==> config.mk <==
export PLATFORM = sky130hd
export DESIGN_NAME = psram_ctrl_flat
export DESIGN_NICKNAME = d
export VERILOG_FILES = /design/src/rtl/psram_ctrl_if.sv /design/src/rtl/psram_ctrl.sv /design/src/flat_wrapper.sv
export SDC_FILE = /design/constraint.sdc
export NUM_CORES = 1
export LEC_CHECK = 0
export CORE_MARGIN = 2
export CORE_UTILIZATION = 38
export CTS_CLUSTER_DIAMETER = 150
export DETAILED_ROUTE_END_ITERATION = 8
export PLACE_DENSITY = 0.66
export SLEW_MARGIN = 20
export SYNTH_ARGS = -nofsm -noshare
export SYNTH_HDL_FRONTEND = slang
export SYNTH_SLANG_ARGS = --single-unit
==> constraint.sdc <==
create_clock -name clk_i -period 2.3 [get_ports clk_i]
set_input_delay 0.46 -clock clk_i [delete_from_list [all_inputs] [get_ports clk_i]]
set_output_delay 0.46 -clock clk_i [all_outputs]
set_load 0.005 [all_outputs]
==> src/rtl/psram_ctrl_if.sv <==
// rtl/psram_ctrl_if.sv - host request/response bus between a requester and psram_ctrl
interface psram_ctrl_if;
   logic        i_req;
   logic        i_we;
   logic [23:0] i_addr;
   logic [31:0] i_data;
   logic [31:0] o_data;
   logic        o_data_ready;
   logic        o_busy;

   modport master (output i_req, i_we, i_addr, i_data,
                   input  o_data, o_data_ready, o_busy);
   modport slave  (input  i_req, i_we, i_addr, i_data,
                   output o_data, o_data_ready, o_busy);
endinterface

==> src/rtl/psram_ctrl.sv <==
// rtl/psram_ctrl.sv - x8 SDR PSRAM controller, one 32-bit word per transaction
// Define OGEGE_PSRAM_RESET_EN to send the 66h/99h reset pair after reset release.
module psram_ctrl #(
   parameter int LAT_CYC    = 5,
   parameter int CSN_HI_CLK = 4
) (
   input  logic        clk_i,
   input  logic        rstn_i,
   psram_ctrl_if.slave bus,
   output logic        o_psram_csn,
   output logic        o_psram_sclk,
   output logic [7:0]  o_dq,
   output logic        o_dq_oe,
   input  logic [7:0]  i_dq
);
   localparam logic [7:0] CMD_RD   = 8'h20;
   localparam logic [7:0] CMD_WR   = 8'hA0;
   localparam logic [7:0] LAT_LAST = 8'(LAT_CYC - 1);
   localparam logic [7:0] HI_LAST  = 8'(CSN_HI_CLK - 1);

   typedef enum logic [2:0] {
      IDLE, CMD, ADDR, DUMMY, WDATA, RDATA,
`ifdef OGEGE_PSRAM_RESET_EN
      RECOV, INIT
`else
      RECOV
`endif
   } state_t;

   state_t      state;
   logic        go;
   logic        ph;
   logic        we_q;
   logic [23:0] addr_q;
   logic [31:0] wdata_q;
   logic [23:0] rbuf;
   logic [7:0]  cnt;
`ifdef OGEGE_PSRAM_RESET_EN
   localparam logic [7:0] CMD_RSTEN = 8'h66;
   localparam logic [7:0] CMD_RST   = 8'h99;
   logic [1:0]  init_sub;
`endif

   // ph=0 is phase A (sclk low, dq just updated), ph=1 is phase B (sclk high)
   always_ff @(posedge clk_i or negedge rstn_i) begin
      if (!rstn_i) begin
         o_psram_csn      <= 1'b1;
         o_psram_sclk     <= 1'b0;
         o_dq             <= 8'h00;
         o_dq_oe          <= 1'b0;
         bus.o_data       <= 32'h0;
         bus.o_data_ready <= 1'b0;
         go               <= 1'b0;
         ph               <= 1'b0;
         we_q             <= 1'b0;
         addr_q           <= 24'h0;
         wdata_q          <= 32'h0;
         rbuf             <= 24'h0;
         cnt              <= 8'h0;
`ifdef OGEGE_PSRAM_RESET_EN
         state            <= INIT;
         bus.o_busy       <= 1'b1;
         init_sub         <= 2'd0;
`else
         state            <= IDLE;
         bus.o_busy       <= 1'b0;
`endif
      end else begin
         bus.o_data_ready <= 1'b0;
         case (state)
            IDLE: begin
               if (go) begin
                  go           <= 1'b0;
                  o_psram_csn  <= 1'b0;
                  o_psram_sclk <= 1'b0;
                  o_dq         <= we_q ? CMD_WR : CMD_RD;
                  o_dq_oe      <= 1'b1;
                  ph           <= 1'b0;
                  state        <= CMD;
               end else if (bus.i_req && !bus.o_busy) begin
                  we_q       <= bus.i_we;
                  addr_q     <= bus.i_addr;
                  wdata_q    <= bus.i_data;
                  go         <= 1'b1;
                  bus.o_busy <= 1'b1;
               end
            end
            CMD, ADDR, DUMMY, WDATA, RDATA: begin
               if (!ph) begin
                  o_psram_sclk <= 1'b1;
                  ph           <= 1'b1;
               end else begin
                  o_psram_sclk <= 1'b0;
                  ph           <= 1'b0;
                  case (state)
                     CMD: begin
                        o_dq   <= addr_q[23:16];
                        addr_q <= {addr_q[15:0], 8'h00};
                        cnt    <= 8'd0;
                        state  <= ADDR;
                     end
                     ADDR: begin
                        if (cnt == 8'd2) begin
                           cnt <= 8'd0;
                           if (we_q) begin
                              o_dq    <= wdata_q[7:0];
                              wdata_q <= {8'h00, wdata_q[31:8]};
                              state   <= WDATA;
                           end else begin
                              o_dq    <= 8'h00;
                              o_dq_oe <= 1'b0;
                              state   <= (LAT_CYC == 0) ? RDATA : DUMMY;
                           end
                        end else begin
                           o_dq   <= addr_q[23:16];
                           addr_q <= {addr_q[15:0], 8'h00};
                           cnt    <= cnt + 8'd1;
                        end
                     end
                     DUMMY: begin
                        if (cnt == LAT_LAST) begin
                           cnt   <= 8'd0;
                           state <= RDATA;
                        end else begin
                           cnt <= cnt + 8'd1;
                        end
                     end
                     WDATA: begin
                        if (cnt == 8'd3) begin
                           o_psram_csn      <= 1'b1;
                           o_dq             <= 8'h00;
                           o_dq_oe          <= 1'b0;
                           bus.o_data_ready <= 1'b1;
                           cnt              <= 8'd0;
                           state            <= RECOV;
                        end else begin
                           o_dq    <= wdata_q[7:0];
                           wdata_q <= {8'h00, wdata_q[31:8]};
                           cnt     <= cnt + 8'd1;
                        end
                     end
                     RDATA: begin
                        // first byte received ends up in o_data[7:0]
                        rbuf <= {i_dq, rbuf[23:8]};
                        if (cnt == 8'd3) begin
                           bus.o_data       <= {i_dq, rbuf};
                           o_psram_csn      <= 1'b1;
                           bus.o_data_ready <= 1'b1;
                           cnt              <= 8'd0;
                           state            <= RECOV;
                        end else begin
                           cnt <= cnt + 8'd1;
                        end
                     end
                     default: ;
                  endcase
               end
            end
            RECOV: begin
               if (cnt == HI_LAST) begin
                  bus.o_busy <= 1'b0;
                  state      <= IDLE;
               end else begin
                  cnt <= cnt + 8'd1;
               end
            end
`ifdef OGEGE_PSRAM_RESET_EN
            INIT: begin
               case (init_sub)
                  2'd0: begin
                     o_psram_csn  <= 1'b0;
                     o_psram_sclk <= 1'b0;
                     o_dq         <= CMD_RSTEN;
                     o_dq_oe      <= 1'b1;
                     ph           <= 1'b0;
                     init_sub     <= 2'd1;
                  end
                  2'd2: begin
                     if (cnt == HI_LAST) begin
                        o_psram_csn <= 1'b0;
                        o_dq        <= CMD_RST;
                        o_dq_oe     <= 1'b1;
                        ph          <= 1'b0;
                        init_sub    <= 2'd3;
                     end else begin
                        cnt <= cnt + 8'd1;
                     end
                  end
                  default: begin
                     if (!ph) begin
                        o_psram_sclk <= 1'b1;
                        ph           <= 1'b1;
                     end else begin
                        o_psram_sclk <= 1'b0;
                        ph           <= 1'b0;
                        o_psram_csn  <= 1'b1;
                        o_dq         <= 8'h00;
                        o_dq_oe      <= 1'b0;
                        cnt          <= 8'd0;
                        if (init_sub == 2'd1) init_sub <= 2'd2;
                        else                  state    <= RECOV;
                     end
                  end
               endcase
            end
`endif
            default: state <= IDLE;
         endcase
      end
   end
endmodule

==> src/flat_wrapper.sv <==
// flat-port wrapper written by rule: the top's interface ports become plain ports
module psram_ctrl_flat 
#(
   parameter int LAT_CYC    = 5,
   parameter int CSN_HI_CLK = 4
)
  (clk_i, rstn_i, o_psram_csn, o_psram_sclk, o_dq, o_dq_oe, i_dq, bus_i_req, bus_i_we, bus_i_addr, bus_i_data, bus_o_data, bus_o_data_ready, bus_o_busy);
  psram_ctrl_if bus_i ();
  input  logic clk_i;
  input  logic rstn_i;
  output logic o_psram_csn;
  output logic o_psram_sclk;
  output logic [7:0] o_dq;
  output logic o_dq_oe;
  input  logic [7:0] i_dq;
  input wire logic [$bits(bus_i.i_req)-1:0] bus_i_req;
  input wire logic [$bits(bus_i.i_we)-1:0] bus_i_we;
  input wire logic [$bits(bus_i.i_addr)-1:0] bus_i_addr;
  input wire logic [$bits(bus_i.i_data)-1:0] bus_i_data;
  output wire logic [$bits(bus_i.o_data)-1:0] bus_o_data;
  output wire logic [$bits(bus_i.o_data_ready)-1:0] bus_o_data_ready;
  output wire logic [$bits(bus_i.o_busy)-1:0] bus_o_busy;
  assign bus_i.i_req = bus_i_req;
  assign bus_i.i_we = bus_i_we;
  assign bus_i.i_addr = bus_i_addr;
  assign bus_i.i_data = bus_i_data;
  assign bus_o_data = bus_i.o_data;
  assign bus_o_data_ready = bus_i.o_data_ready;
  assign bus_o_busy = bus_i.o_busy;
  psram_ctrl #(.LAT_CYC(LAT_CYC), .CSN_HI_CLK(CSN_HI_CLK)) u_core (.clk_i(clk_i), .rstn_i(rstn_i), .bus(bus_i), .o_psram_csn(o_psram_csn), .o_psram_sclk(o_psram_sclk), .o_dq(o_dq), .o_dq_oe(o_dq_oe), .i_dq(i_dq));
endmodule
==> flow_metrics.tcl, run 1 <==
set metrics [dict create \
    p_leak_nw 3.78 \
    die-area_um2 17800 \
    drive_gt1_share_pct 18.1 \
    wirelength_um 13200 \
    final_common_cell "dfrtp_1" \
    tns_ns 0 \
    gp_congestion 0.862 \
    path_max_fanout 48 \
    dp.final_hpwl_um 9480 \
    grt_max_degree 67 \
    hold_buffers 0 \
    hold_viol 0 \
    drc 0 \
    end_kind "flip-flop" \
    cp-start-kind "flip-flop" \
    slew_viol_final 0 \
    slew_headroom_pct 57.4 \
    drtAntennaViolNets 0 \
    run_status "completed" \
    required_ns 2.63 \
    clock-sinks 138 \
    yosysTopAreaCell "dfrtp_1" \
    place_area_um2 7850 \
    cts.repair.resized 0 \
    nets 742 \
    port_buffers 112 \
    synth_top_family_by_area "multiplexers" \
    synthAdderAreaFrac_pct 0.589 \
    grt_pass1_vias 4439 \
    ff2ff_path_depth 6 \
    synth_seq_cells 138 \
    core_area_um2 16500 \
    crit_chain "or4b_4, o31ai_1, o211a_1, buf_12, nor2_1, a21oi_1" \
    synth_compound_area_share_pct 14.1 \
    clk_latency_ns 0.41 \
    netlist_area_um2 6370 \
    power_density_nw_per_um2 1310 \
    syn_nets 620 \
    start_util_pct 38.7 \
    die_h_um 133 \
    cp_slowest_cell "or4b_4" \
    ys_seq_area_share_pct 54.2 \
    grt-ovfl-total 0 \
    clockBufferDepth 2 \
    synthDistinctLibCells 53 \
    finClkSkew_ns 0.00579 \
    synth_flop_cell "dfrtp_1" \
    worst_slew_pin_slew_ns 0.639 \
    syn_to_final_growth_pct 33.8 \
    cts-htree-levels 4 \
    r2r_setup_slack_ns 0.24 \
    die_w_um 133 \
    yosysWarnings 0 \
    timing.hold.ws_ns 0.0405 \
    grt_pass1_wl_um 22300 \
    num_rows 47 \
    period_needed_ns 2.06 \
    cp.arrival_ns 2.39 \
    cts_setup_buffers 0 \
    yosysTopAreaCellShare_pct 53.8 \
    cts_tree "built" \
    fin_area_um2 8530 \
    setup_viol 0 \
    synth_edf_count 0 \
    clock.fmax_ghz 0.486 \
    synthesis.instances 549 \
    fillCellCount 1410 \
    worstSetupPathType "reg -> reg" \
    r2r_start "u_core.go" \
    synthSimpleGateAreaFrac_pct 10.6 \
    cts_root_buffer "clkbuf_16" \
    ir_drop_v 0.000673 \
    avgSynthCellArea_um2 11.6 \
    firstDrtPassIters 4 \
    cp_slowest_stage_delay_ns 0.59 \
    antenna_found_initial 0 \
    period_share_pct 89.5 \
    maxCapViolCount 0 \
    r2r-end "u_core.addr_q[20]" \
    cts_buffers 17 \
    power_mw 11.2 \
    netlist_top_cells_area "dfrtp_1 (54%), mux2_1 (5.5%), mux2_2 (5.3%)" \
    synth_mux_area_share_pct 16.0 \
    drtIter0Drc 262 \
    synthArstFlopShare_pct 100 \
    vias_per_cell 4.99 \
    ioPinCount 113 \
    rsz0062_at_grt "false" \
    vias 4510 \
    clk_pin_slew_ns 0.06 \
    layout_common_cells "dfrtp_1 (137), clkdlybuf4s50_1 (111), nand2_1 (50)" \
    wire_per_inst_um 14.6 \
    grt_use_total_pct 15.7 \
    hold_class "in -> async" \
    n_antenna_cell 0 \
    synth_xor_area_share_pct 0.412 \
    final_core_util_pct 51.8 \
]
==> final cells by class <==
class / instances / area, um^2 / area share, %
flip-flops and latches: 138 / 3450 / 40.5
well taps: 220 / 275 / 3.23
clock inverters: 13 / 239 / 2.80
repair buffers: 135 / 1400 / 16.4
inverters: 16 / 60.1 / 0.704
multi-input cells: 363 / 2660 / 31.2
clock buffers: 19 / 443 / 5.19
==> critical path, delay by kind of cell (launching register included) <==
kind	cells	cell delay, ns
AO/OA/AOI/OAI	3	0.66
buffers and inverters	1	0.22
AND/OR/NAND/NOR	2	0.65
flip-flops	1	0.45
==> how the worst max path moves through the flow <==
stage                                from                 end  slack [ns]  cells past startpoint
after global routing            u_core.go   u_core.addr_q[15]        0.10                      6
after CTS                       u_core.go   u_core.addr_q[20]        0.25                      6
after floorplan           u_core.state[2]  u_core.wdata_q[16]        0.38                      6
final                           u_core.go   u_core.addr_q[20]        0.24                      6
after global placement          bus_i_req   u_core.wdata_q[7]       -0.14                      7
after detailed placement        bus_i_req   u_core.wdata_q[0]       -0.14                      7
==> layer usage <==
metal,track usage (%),wire length [um]
met1,21.0,6070
met2,23.9,6090
met3,4.98,824
met4,6.03,214
met5,0,0
==> Yosys cell counts, types with 13 or more instances <==
master	instances
a21oi_1	33
buf_2	17
dfrtp_1	137
inv_1	16
mux2_1	31
mux2_2	30
mux2i_1	33
nand2_1	50
nand3_1	13
nor2_1	37
o21ai_2	28
==> state kept, by name, indices dropped and copies added, names as in the netlist, 3 cells and up <==
name and count:
u_core.wdata_q 32, u_core.addr_q 24, u_core.cnt 8, u_core.rbuf 24
u_core.state 3, u_core.o_dq 8, u_core.bus.o_data 32
==> per-stage QoR <==
| step | setup WS, ns | cells |
|---|---|---|
| after detailed placement | -0.144 | 872 |
| after global placement | -0.137 | 872 |
| after CTS | 0.245 | 904 |
| after global routing | 0.104 | 904 |
| final | 0.241 | 904 |
| after floorplan | 0.378 | 549 |
==> power breakdown <==
part	switching, mW	internal [mW]
combinational	2.16	2.13
clock	1.03	2.08
sequential	0.552	3.25
total	3.74	7.46
==> cells by family (layout without fill, tap and decap cells) <==
| group | after synthesis | in the layout |
|---|---|---|
| flip-flops | 138 | 138 |
| buffers and inverters | 48 | 183 |
| AO/OA/AOI/OAI | 121 | 121 |
| XOR/XNOR | 3 | 3 |
| AND/OR/NAND/NOR | 142 | 142 |
| adder cells (fa/ha/maj) | 3 | 3 |
| multiplexers | 94 | 94 |
Power figures use the tool's default switching activity.
==> inputs of run 2 (changes only) <==
--- a/config.mk
+++ b/config.mk
@@ -10,7 +10,6 @@
 export CTS_CLUSTER_DIAMETER = 150
 export DETAILED_ROUTE_END_ITERATION = 8
 export PLACE_DENSITY = 0.66
-export SLEW_MARGIN = 20
 export SYNTH_ARGS = -nofsm -noshare
 export SYNTH_HDL_FRONTEND = slang
 export SYNTH_SLANG_ARGS = --single-unit
==> results of run 2 <==
Same layout as run 1: the final DEF is identical, and so are final timing and power.
